<file path="src/rtl/add_sub_arbiter_if.sv">
// Request/response bundle between the two ALU front-end requesters and add_sub_arbiter.
// master = requester/consumer side, slave = arbiter side.
interface add_sub_arbiter_if #(parameter int OPW = 3);
  logic           req0_valid, req0_ready, req0_op;
  logic [OPW-1:0] req0_a, req0_b;
  logic           req1_valid, req1_ready, req1_op;
  logic [OPW-1:0] req1_a, req1_b;
  logic           rsp_valid, rsp_ready, rsp_id;
  logic [OPW:0]   rsp_c;
  logic           rsp_sign, rsp_zero, rsp_err;
  logic           busy;

  modport master (
    output req0_valid, req0_a, req0_b, req0_op,
    output req1_valid, req1_a, req1_b, req1_op,
    output rsp_ready,
    input  req0_ready, req1_ready,
    input  rsp_valid, rsp_id, rsp_c, rsp_sign, rsp_zero, rsp_err, busy
  );

  modport slave (
    input  req0_valid, req0_a, req0_b, req0_op,
    input  req1_valid, req1_a, req1_b, req1_op,
    input  rsp_ready,
    output req0_ready, req1_ready,
    output rsp_valid, rsp_id, rsp_c, rsp_sign, rsp_zero, rsp_err, busy
  );
endinterface

</file>
<file path="src/rtl/add_sub_arbiter.sv">
// Two-requester arbiter/sequencer around a sign-magnitude add_sub unit.
// Define ADD_SUB_ARB_RR_EN for round-robin arbitration; default is fixed priority (req0 wins).

// Combinational sign-magnitude adder/subtractor; result is OPW+1 bits, sign in MSB, zero is +0.
module add_sub #(parameter int OPW = 3) (
  input  logic [OPW-1:0] a_i,
  input  logic [OPW-1:0] b_i,
  input  logic           ctrl_i,
  output logic [OPW:0]   c_o,
  output logic           sign_o,
  output logic           zero_o
);
  logic           sa, sb, s;
  logic [OPW-1:0] ma, mb, mag;

  always_comb begin
    sa  = a_i[OPW-1];
    sb  = b_i[OPW-1] ^ ctrl_i;
    ma  = {1'b0, a_i[OPW-2:0]};
    mb  = {1'b0, b_i[OPW-2:0]};
    mag = '0;
    s   = 1'b0;
    if (sa == sb) begin
      mag = ma + mb;
      s   = sa;
    end else if (ma >= mb) begin
      mag = ma - mb;
      s   = sa;
    end else begin
      mag = mb - ma;
      s   = sb;
    end
    if (mag == '0) s = 1'b0;
    c_o    = {s, mag};
    sign_o = s;
    zero_o = (mag == '0);
  end
endmodule

module add_sub_arbiter #(parameter int OPW = 3) (
  input logic               clk,
  input logic               rst_n,
  add_sub_arbiter_if.slave  bus
);
  typedef enum logic [1:0] {IDLE, EXEC, RESP} state_e;

  typedef struct packed {
    logic [OPW-1:0] a;
    logic [OPW-1:0] b;
    logic           op;
    logic           id;
  } req_t;

  state_e       state_q;
  req_t         opr_q, gnt_req;
  logic         busy_q, rsp_valid_q, rsp_id_q, rsp_sign_q, rsp_zero_q, rsp_err_q;
  logic [OPW:0] rsp_c_q;
  logic         gnt_vld, gnt_id, accept;
  logic [OPW:0] as_c;
  logic         as_sign, as_zero;
`ifdef ADD_SUB_ARB_RR_EN
  logic         ptr_q;
`endif

  always_comb begin
    gnt_vld = bus.req0_valid | bus.req1_valid;
`ifdef ADD_SUB_ARB_RR_EN
    // Pointer only decides ties; a lone requester always wins.
    if (bus.req0_valid && bus.req1_valid) gnt_id = ptr_q;
    else                                  gnt_id = ~bus.req0_valid;
`else
    gnt_id  = ~bus.req0_valid;
`endif
    accept     = (state_q == IDLE) & gnt_vld;
    gnt_req.a  = gnt_id ? bus.req1_a  : bus.req0_a;
    gnt_req.b  = gnt_id ? bus.req1_b  : bus.req0_b;
    gnt_req.op = gnt_id ? bus.req1_op : bus.req0_op;
    gnt_req.id = gnt_id;
  end

  assign bus.req0_ready = accept & ~gnt_id;
  assign bus.req1_ready = accept &  gnt_id;

  add_sub #(.OPW(OPW)) u_add_sub (
    .a_i    (opr_q.a),
    .b_i    (opr_q.b),
    .ctrl_i (opr_q.op),
    .c_o    (as_c),
    .sign_o (as_sign),
    .zero_o (as_zero)
  );

  always_ff @(posedge clk) begin
    if (!rst_n) begin
      state_q     <= IDLE;
      opr_q       <= '0;
      busy_q      <= 1'b0;
      rsp_valid_q <= 1'b0;
      rsp_id_q    <= 1'b0;
      rsp_c_q     <= '0;
      rsp_sign_q  <= 1'b0;
      rsp_zero_q  <= 1'b0;
      rsp_err_q   <= 1'b0;
`ifdef ADD_SUB_ARB_RR_EN
      ptr_q       <= 1'b0;
`endif
    end else begin
      case (state_q)
        IDLE: if (accept) begin
          opr_q   <= gnt_req;
          busy_q  <= 1'b1;
          state_q <= EXEC;
`ifdef ADD_SUB_ARB_RR_EN
          ptr_q   <= ~gnt_id;
`endif
        end
        EXEC: begin
          rsp_c_q     <= as_c;
          rsp_sign_q  <= as_sign;
          rsp_zero_q  <= as_zero;
          rsp_id_q    <= opr_q.id;
          // Cross-check flags against C so a faulty datapath is visible downstream.
          rsp_err_q   <= (as_zero != ~|as_c[OPW-1:0]) | (as_sign != as_c[OPW]);
          rsp_valid_q <= 1'b1;
          state_q     <= RESP;
        end
        RESP: if (bus.rsp_ready) begin
          rsp_valid_q <= 1'b0;
          busy_q      <= 1'b0;
          state_q     <= IDLE;
        end
        default: begin
          rsp_valid_q <= 1'b0;
          busy_q      <= 1'b0;
          state_q     <= IDLE;
        end
      endcase
    end
  end

  assign bus.busy      = busy_q;
  assign bus.rsp_valid = rsp_valid_q;
  assign bus.rsp_id    = rsp_id_q;
  assign bus.rsp_c     = rsp_c_q;
  assign bus.rsp_sign  = rsp_sign_q;
  assign bus.rsp_zero  = rsp_zero_q;
  assign bus.rsp_err   = rsp_err_q;
endmodule

</file>
<file path="src/flat_wrapper.sv">
// flat-port wrapper written by rule: the top's interface ports become plain ports
module add_sub_arbiter_flat 
#(parameter int OPW = 3)
  (clk, rst_n, bus_req0_valid, bus_req0_a, bus_req0_b, bus_req0_op, bus_req1_valid, bus_req1_a, bus_req1_b, bus_req1_op, bus_rsp_ready, bus_req0_ready, bus_req1_ready, bus_rsp_valid, bus_rsp_id, bus_rsp_c, bus_rsp_sign, bus_rsp_zero, bus_rsp_err, bus_busy);
  add_sub_arbiter_if #(.OPW(OPW)) bus_i ();
  input logic clk;
  input logic rst_n;
  input wire logic [$bits(bus_i.req0_valid)-1:0] bus_req0_valid;
  input wire logic [$bits(bus_i.req0_a)-1:0] bus_req0_a;
  input wire logic [$bits(bus_i.req0_b)-1:0] bus_req0_b;
  input wire logic [$bits(bus_i.req0_op)-1:0] bus_req0_op;
  input wire logic [$bits(bus_i.req1_valid)-1:0] bus_req1_valid;
  input wire logic [$bits(bus_i.req1_a)-1:0] bus_req1_a;
  input wire logic [$bits(bus_i.req1_b)-1:0] bus_req1_b;
  input wire logic [$bits(bus_i.req1_op)-1:0] bus_req1_op;
  input wire logic [$bits(bus_i.rsp_ready)-1:0] bus_rsp_ready;
  output wire logic [$bits(bus_i.req0_ready)-1:0] bus_req0_ready;
  output wire logic [$bits(bus_i.req1_ready)-1:0] bus_req1_ready;
  output wire logic [$bits(bus_i.rsp_valid)-1:0] bus_rsp_valid;
  output wire logic [$bits(bus_i.rsp_id)-1:0] bus_rsp_id;
  output wire logic [$bits(bus_i.rsp_c)-1:0] bus_rsp_c;
  output wire logic [$bits(bus_i.rsp_sign)-1:0] bus_rsp_sign;
  output wire logic [$bits(bus_i.rsp_zero)-1:0] bus_rsp_zero;
  output wire logic [$bits(bus_i.rsp_err)-1:0] bus_rsp_err;
  output wire logic [$bits(bus_i.busy)-1:0] bus_busy;
  assign bus_i.req0_valid = bus_req0_valid;
  assign bus_i.req0_a = bus_req0_a;
  assign bus_i.req0_b = bus_req0_b;
  assign bus_i.req0_op = bus_req0_op;
  assign bus_i.req1_valid = bus_req1_valid;
  assign bus_i.req1_a = bus_req1_a;
  assign bus_i.req1_b = bus_req1_b;
  assign bus_i.req1_op = bus_req1_op;
  assign bus_i.rsp_ready = bus_rsp_ready;
  assign bus_req0_ready = bus_i.req0_ready;
  assign bus_req1_ready = bus_i.req1_ready;
  assign bus_rsp_valid = bus_i.rsp_valid;
  assign bus_rsp_id = bus_i.rsp_id;
  assign bus_rsp_c = bus_i.rsp_c;
  assign bus_rsp_sign = bus_i.rsp_sign;
  assign bus_rsp_zero = bus_i.rsp_zero;
  assign bus_rsp_err = bus_i.rsp_err;
  assign bus_busy = bus_i.busy;
  add_sub_arbiter #(.OPW(OPW)) u_core (.clk(clk), .rst_n(rst_n), .bus(bus_i));
endmodule
</file>
<file path="config.mk">
export PLATFORM = sky130hd
export DESIGN_NAME = add_sub_arbiter_flat
export DESIGN_NICKNAME = d
export VERILOG_FILES = /design/src/rtl/add_sub_arbiter_if.sv /design/src/rtl/add_sub_arbiter.sv /design/src/flat_wrapper.sv
export SDC_FILE = /design/constraint.sdc
export NUM_CORES = 1
export LEC_CHECK = 0
export BUFFER_PORTS_ARGS = -buffer_cell sky130_fd_sc_hd__buf_2
export CORE_MARGIN = 4
export CORE_UTILIZATION = 47
export CTS_BUF_LIST = sky130_fd_sc_hd__clkbuf_8
export DETAILED_ROUTE_END_ITERATION = 8
export PLACE_DENSITY_LB_ADDON = 0.05
export SYNTH_ARGS = -nofsm -noshare
export SYNTH_HDL_FRONTEND = slang
export SYNTH_SLANG_ARGS = --single-unit
</file>
<file path="constraint.sdc">
create_clock -name clk -period 1.9 [get_ports clk]
set_input_delay 0.38 -clock clk [delete_from_list [all_inputs] [get_ports clk]]
set_output_delay 0.38 -clock clk [all_outputs]
set_load 0.02 [all_outputs]
</file>
==> results list <==
* Predominant post-synthesis flop cell: sky130_fd_sc_hd__dfxtp_1
- The synthesized netlist contains 30 unique library cells.
- In this run, synthesis produced a sequential element count of 18.
- The initialized floorplan defines 16 standard-cell rows.
* Initial antenna violation count: 0
- Across the run, the number of max-cap violations was 0.
* Highest achievable clock rate: 561 MHz
* Vias in the first global route: 786
* Largest voltage drop on the vdd net: around 0.00048 V
- Mean instance size in the synthesized netlist: 9.39 um2
- Routed length per placed instance: 12.3 um
- In this run, placement finished with an instance count of 160.
- Final core utilization: 63.3%
* Vias per std cell: 5.08
- Prior to clock tree synthesis, the placed netlist has a worst setup slack of -28.0 ps.
* Post-synthesis share of cell area spent on full adders, half adders and majority gates: 11.2%
- Setup-violating endpoint count in the final report: 0
- Post-route non-filler standard cell count: 164
* Number of synthesis warnings: 0
- After filler insertion, the fill cell instance count of the layout stands at 177.
* Number of antenna repair diodes: 0
- Fraction of post-synthesis cell area in the top cell type by area: 36.5%
- TritonCTS built the clock tree.
- In the synthesized netlist, the number of instances is 105.
- PnR worst setup slack: 118 ps
* Maximum level of the CTS H-tree: 1
- Arrival time of the worst setup path: 1930 ps
- The number of endpoints with negative hold slack in the final report came to 0.
- Aggregate global routing overflow: 0
- Hold/Removal Path Class: in2reg
- Fraction of final layout cells with drive strength greater than 1: approximately 32%
- In the synthesized netlist the async set-or-reset flop fraction comes to 0%.
- The biggest area contributor in the post-synthesis netlist is sky130_fd_sc_hd__dfxtp_1.
- Summed over all layers, the routed wires come to 2.02 mm.
- Setup repair after global routing missed its margin: yes
- By area, the combinational part of the netlist is dominated by compound AO/OA/AOI/OAI gates.
- Yosys attributes the largest share of cell area to sky130_fd_sc_hd__dfxtp_1, sky130_fd_sc_hd__a21boi_0, sky130_fd_sc_hd__fa_1.
- The first detailed-routing pass took 4 iterations.
- CTS buffer count: 3
* Insertion delay of the later-clocked pin in the worst-skew pair: 250 ps
- Count of final max-slew check failures: 0
- By instance count, the leading cell after synthesis is sky130_fd_sc_hd__dfxtp_1.
- After Yosys synthesis, XOR and XNOR cells account for 1.78% of the synthesized area.
- Of all nets on the critical path, the largest fanout is 4.
- The die covers between 2000 and 3000 um2.
- For this configuration, the core starts out at a cell density of 49.7%.
- Ranked by instance count, the synthesized netlist is headed by sky130_fd_sc_hd__dfxtp_1, sky130_fd_sc_hd__a21boi_0, sky130_fd_sc_hd__a22oi_1, sky130_fd_sc_hd__nand3b_1, sky130_fd_sc_hd__inv_1.
* Total track usage: 16.3%
- After synthesis, the share of cell area in mux cells is just over 4%.
- Area grow syn2layout: 27.3%
- CTS Buffer Depth: 2
- Global-route wire length before repair: 3.36 mm
* Post-synth EDFFs: 0
- Detailed router's first-iteration violation count: 17
* Required time of the critical path: 2050 ps
* Summed negative setup slack over all endpoints: 0 ps
- # clock sinks: 18
- Entering global routing, the biggest net connects 19 pins.
- Static Leak: 0.000584 uW
- After layout, the minimum clock period comes to 1780 ps.
- Number of nets with antenna violations after detailed routing: 0
* Via count: about 830
- Floorplan core area: 1980 um2
- The floorplan step set the die width to between 50 and 60 um.
- Synthesis produced a netlist with a net count of about 130.
* Buffers added on ports: 29
* Count of nets after finishing: 164
* Top-Level Pins: 31
- Chip height: 53.8 um
* Cell area after synthesis: just under 1000 um2
- The synthesized netlist devotes 23.5% of its cell area to compound gates.
- Clk pin slew, worst setup/hold paths: 70 ps
* Worst setup SP type: register
- Root buffer cell: sky130_fd_sc_hd__clkbuf_8
- Of the total synthesized cell area, the portion taken by AND, OR, NAND and NOR gates is 16.8%.
- The flow ran to the end, and the final reports show no timing, DRC or antenna violations.
- HPWL reported at the end of detailed placement: 1.60 mm
- Across the routed clock network, the largest skew measured is roughly 1.1 ps.
- Crit end category: register
* PwrDens: about 850 nW/um2
- At the end of routability-driven placement, the weighted congestion stood at 0.700.
* WS Path Type: reg2reg
- Across all hold checks on the routed design, the worst slack comes to about 390 ps.
- DRC violation count after routing: 0
* Share of the clock period used by the worst path after layout: 93.8%
- Summing the sequential cell areas from Yosys gives 36.5% of the chip area.
## layer usage
metal | part of all wire, % | global-route usage, %
met1 | 43 | 19.2
met2 | 51 | 28.2
met3 | 4.7 | 3.05
met4 | 1.1 | 7.66
met5 | 0 | 0
## cells by family (layout without fill, tap and decap cells)
family,Yosys count,after routing
muxes,4,4
and+or+nand+nor,29,29
DFF,18,18
xor gates and xnor gates,2,2
buffers and inverters,13,45
AOI/OAI and AO/OA,31,31
adders and majority gates,7,7
other,1,1
## worst max-delay path: stages, from the launching register on
cell and delay (ps):
sky130_fd_sc_hd__dfxtp_4 370, sky130_fd_sc_hd__inv_1 50, sky130_fd_sc_hd__ha_1 200, sky130_fd_sc_hd__fa_2 590, sky130_fd_sc_hd__a2bb2oi_1 60, sky130_fd_sc_hd__mux2i_1 170, sky130_fd_sc_hd__a21oi_1 90, sky130_fd_sc_hd__o21a_1 160
## cell type report
type                            instances  area [um2]  area share, %
Multi-Input combinational cell         74         583           46.5
Sequential cell                        18         368           29.3
Timing Repair Buffer                   35         190           15.2
Clock buffer                            4        55.1           4.39
Tap cell                               27        33.8           2.69
Inverter                                6        25.0           1.99
## sequential cells by signal, indices dropped and copies added, names as in the netlist
| signal | flops |
|---|---|
| u_core.opr_q | 8 |
| u_core.bus.rsp_sign | 1 |
| u_core.state_q | 2 |
| u_core.bus.rsp_id | 1 |
| u_core.bus.rsp_valid | 1 |
| u_core.bus.rsp_zero | 1 |
| u_core.bus.rsp_c | 3 |
| u_core.bus.busy | 1 |
## path summary, 6_finish.rpt
kind                                       from                  end  slack [ps]  cells after the start
worst min register to register  u_core.bus.busy      u_core.bus.busy         460                      2
worst max-delay path            u_core.opr_q[5]  u_core.bus.rsp_sign         120                      7
worst min-delay path              bus_req1_a[0]      u_core.opr_q[5]         390                      3
worst max register to register  u_core.opr_q[5]  u_core.bus.rsp_sign         120                      7
## what timing repair did
action / in CTS / in global routing
setup buffers: 0 / 0
hold buffers: 0 / 0
endpoints found under the hold margin: 0 / 0
pin swaps: 0 / 5
resized for setup: 2 / 9
setup endpoints to repair: 2 / 3
## metrics by stage
| step | total power, uW | area [um2] |
|---|---|---|
| final | 1070 | 1250 |
| after detailed placement | 757 | 1170 |
| after global placement | 746 | 1170 |
| after global routing | 1140 | 1250 |
| after CTS | 1080 | 1230 |
| after floorplan | 657 | 986 |
## cells in the final DEF (no fill, tap or decap), drive strengths merged
| cell type | Yosys | routed |
|---|---|---|
| dfxtp | 18 | 18 |
| mux2i | 4 | 4 |
| buf | 3 | 35 |
| nand3b | 7 | 7 |
| conb | 1 | 1 |
| a21oi | 2 | 2 |
| a22oi | 7 | 7 |
| nor3b | 1 | 1 |
| nand3 | 1 | 1 |
| inv | 6 | 6 |
| xor2 | 1 | 1 |
| a2bb2oi | 1 | 1 |
| nand2b | 3 | 3 |
| and2 | 3 | 3 |
| o21ai | 3 | 3 |
| xnor2 | 1 | 1 |
| clkbuf | 4 | 4 |
| a21o | 1 | 1 |
| a21boi | 10 | 10 |
| o211a | 4 | 4 |
| nor2 | 5 | 5 |
| nand2 | 5 | 5 |
| o211ai | 1 | 1 |
| ha | 4 | 4 |
| o21a | 2 | 2 |
| fa | 3 | 3 |
| nor2b | 4 | 4 |
## where the power goes
| group | internal, uW | leakage, uW | switching, uW |
|---|---|---|---|
| Clock | 184 | 0.0000288 | 127 |
| Sequential | 414 | 0.000150 | 25.4 |
| Combinational | 150 | 0.000406 | 166 |
| Total | 748 | 0.000584 | 318 |
Note: power is estimated with default switching activity, not from simulation.
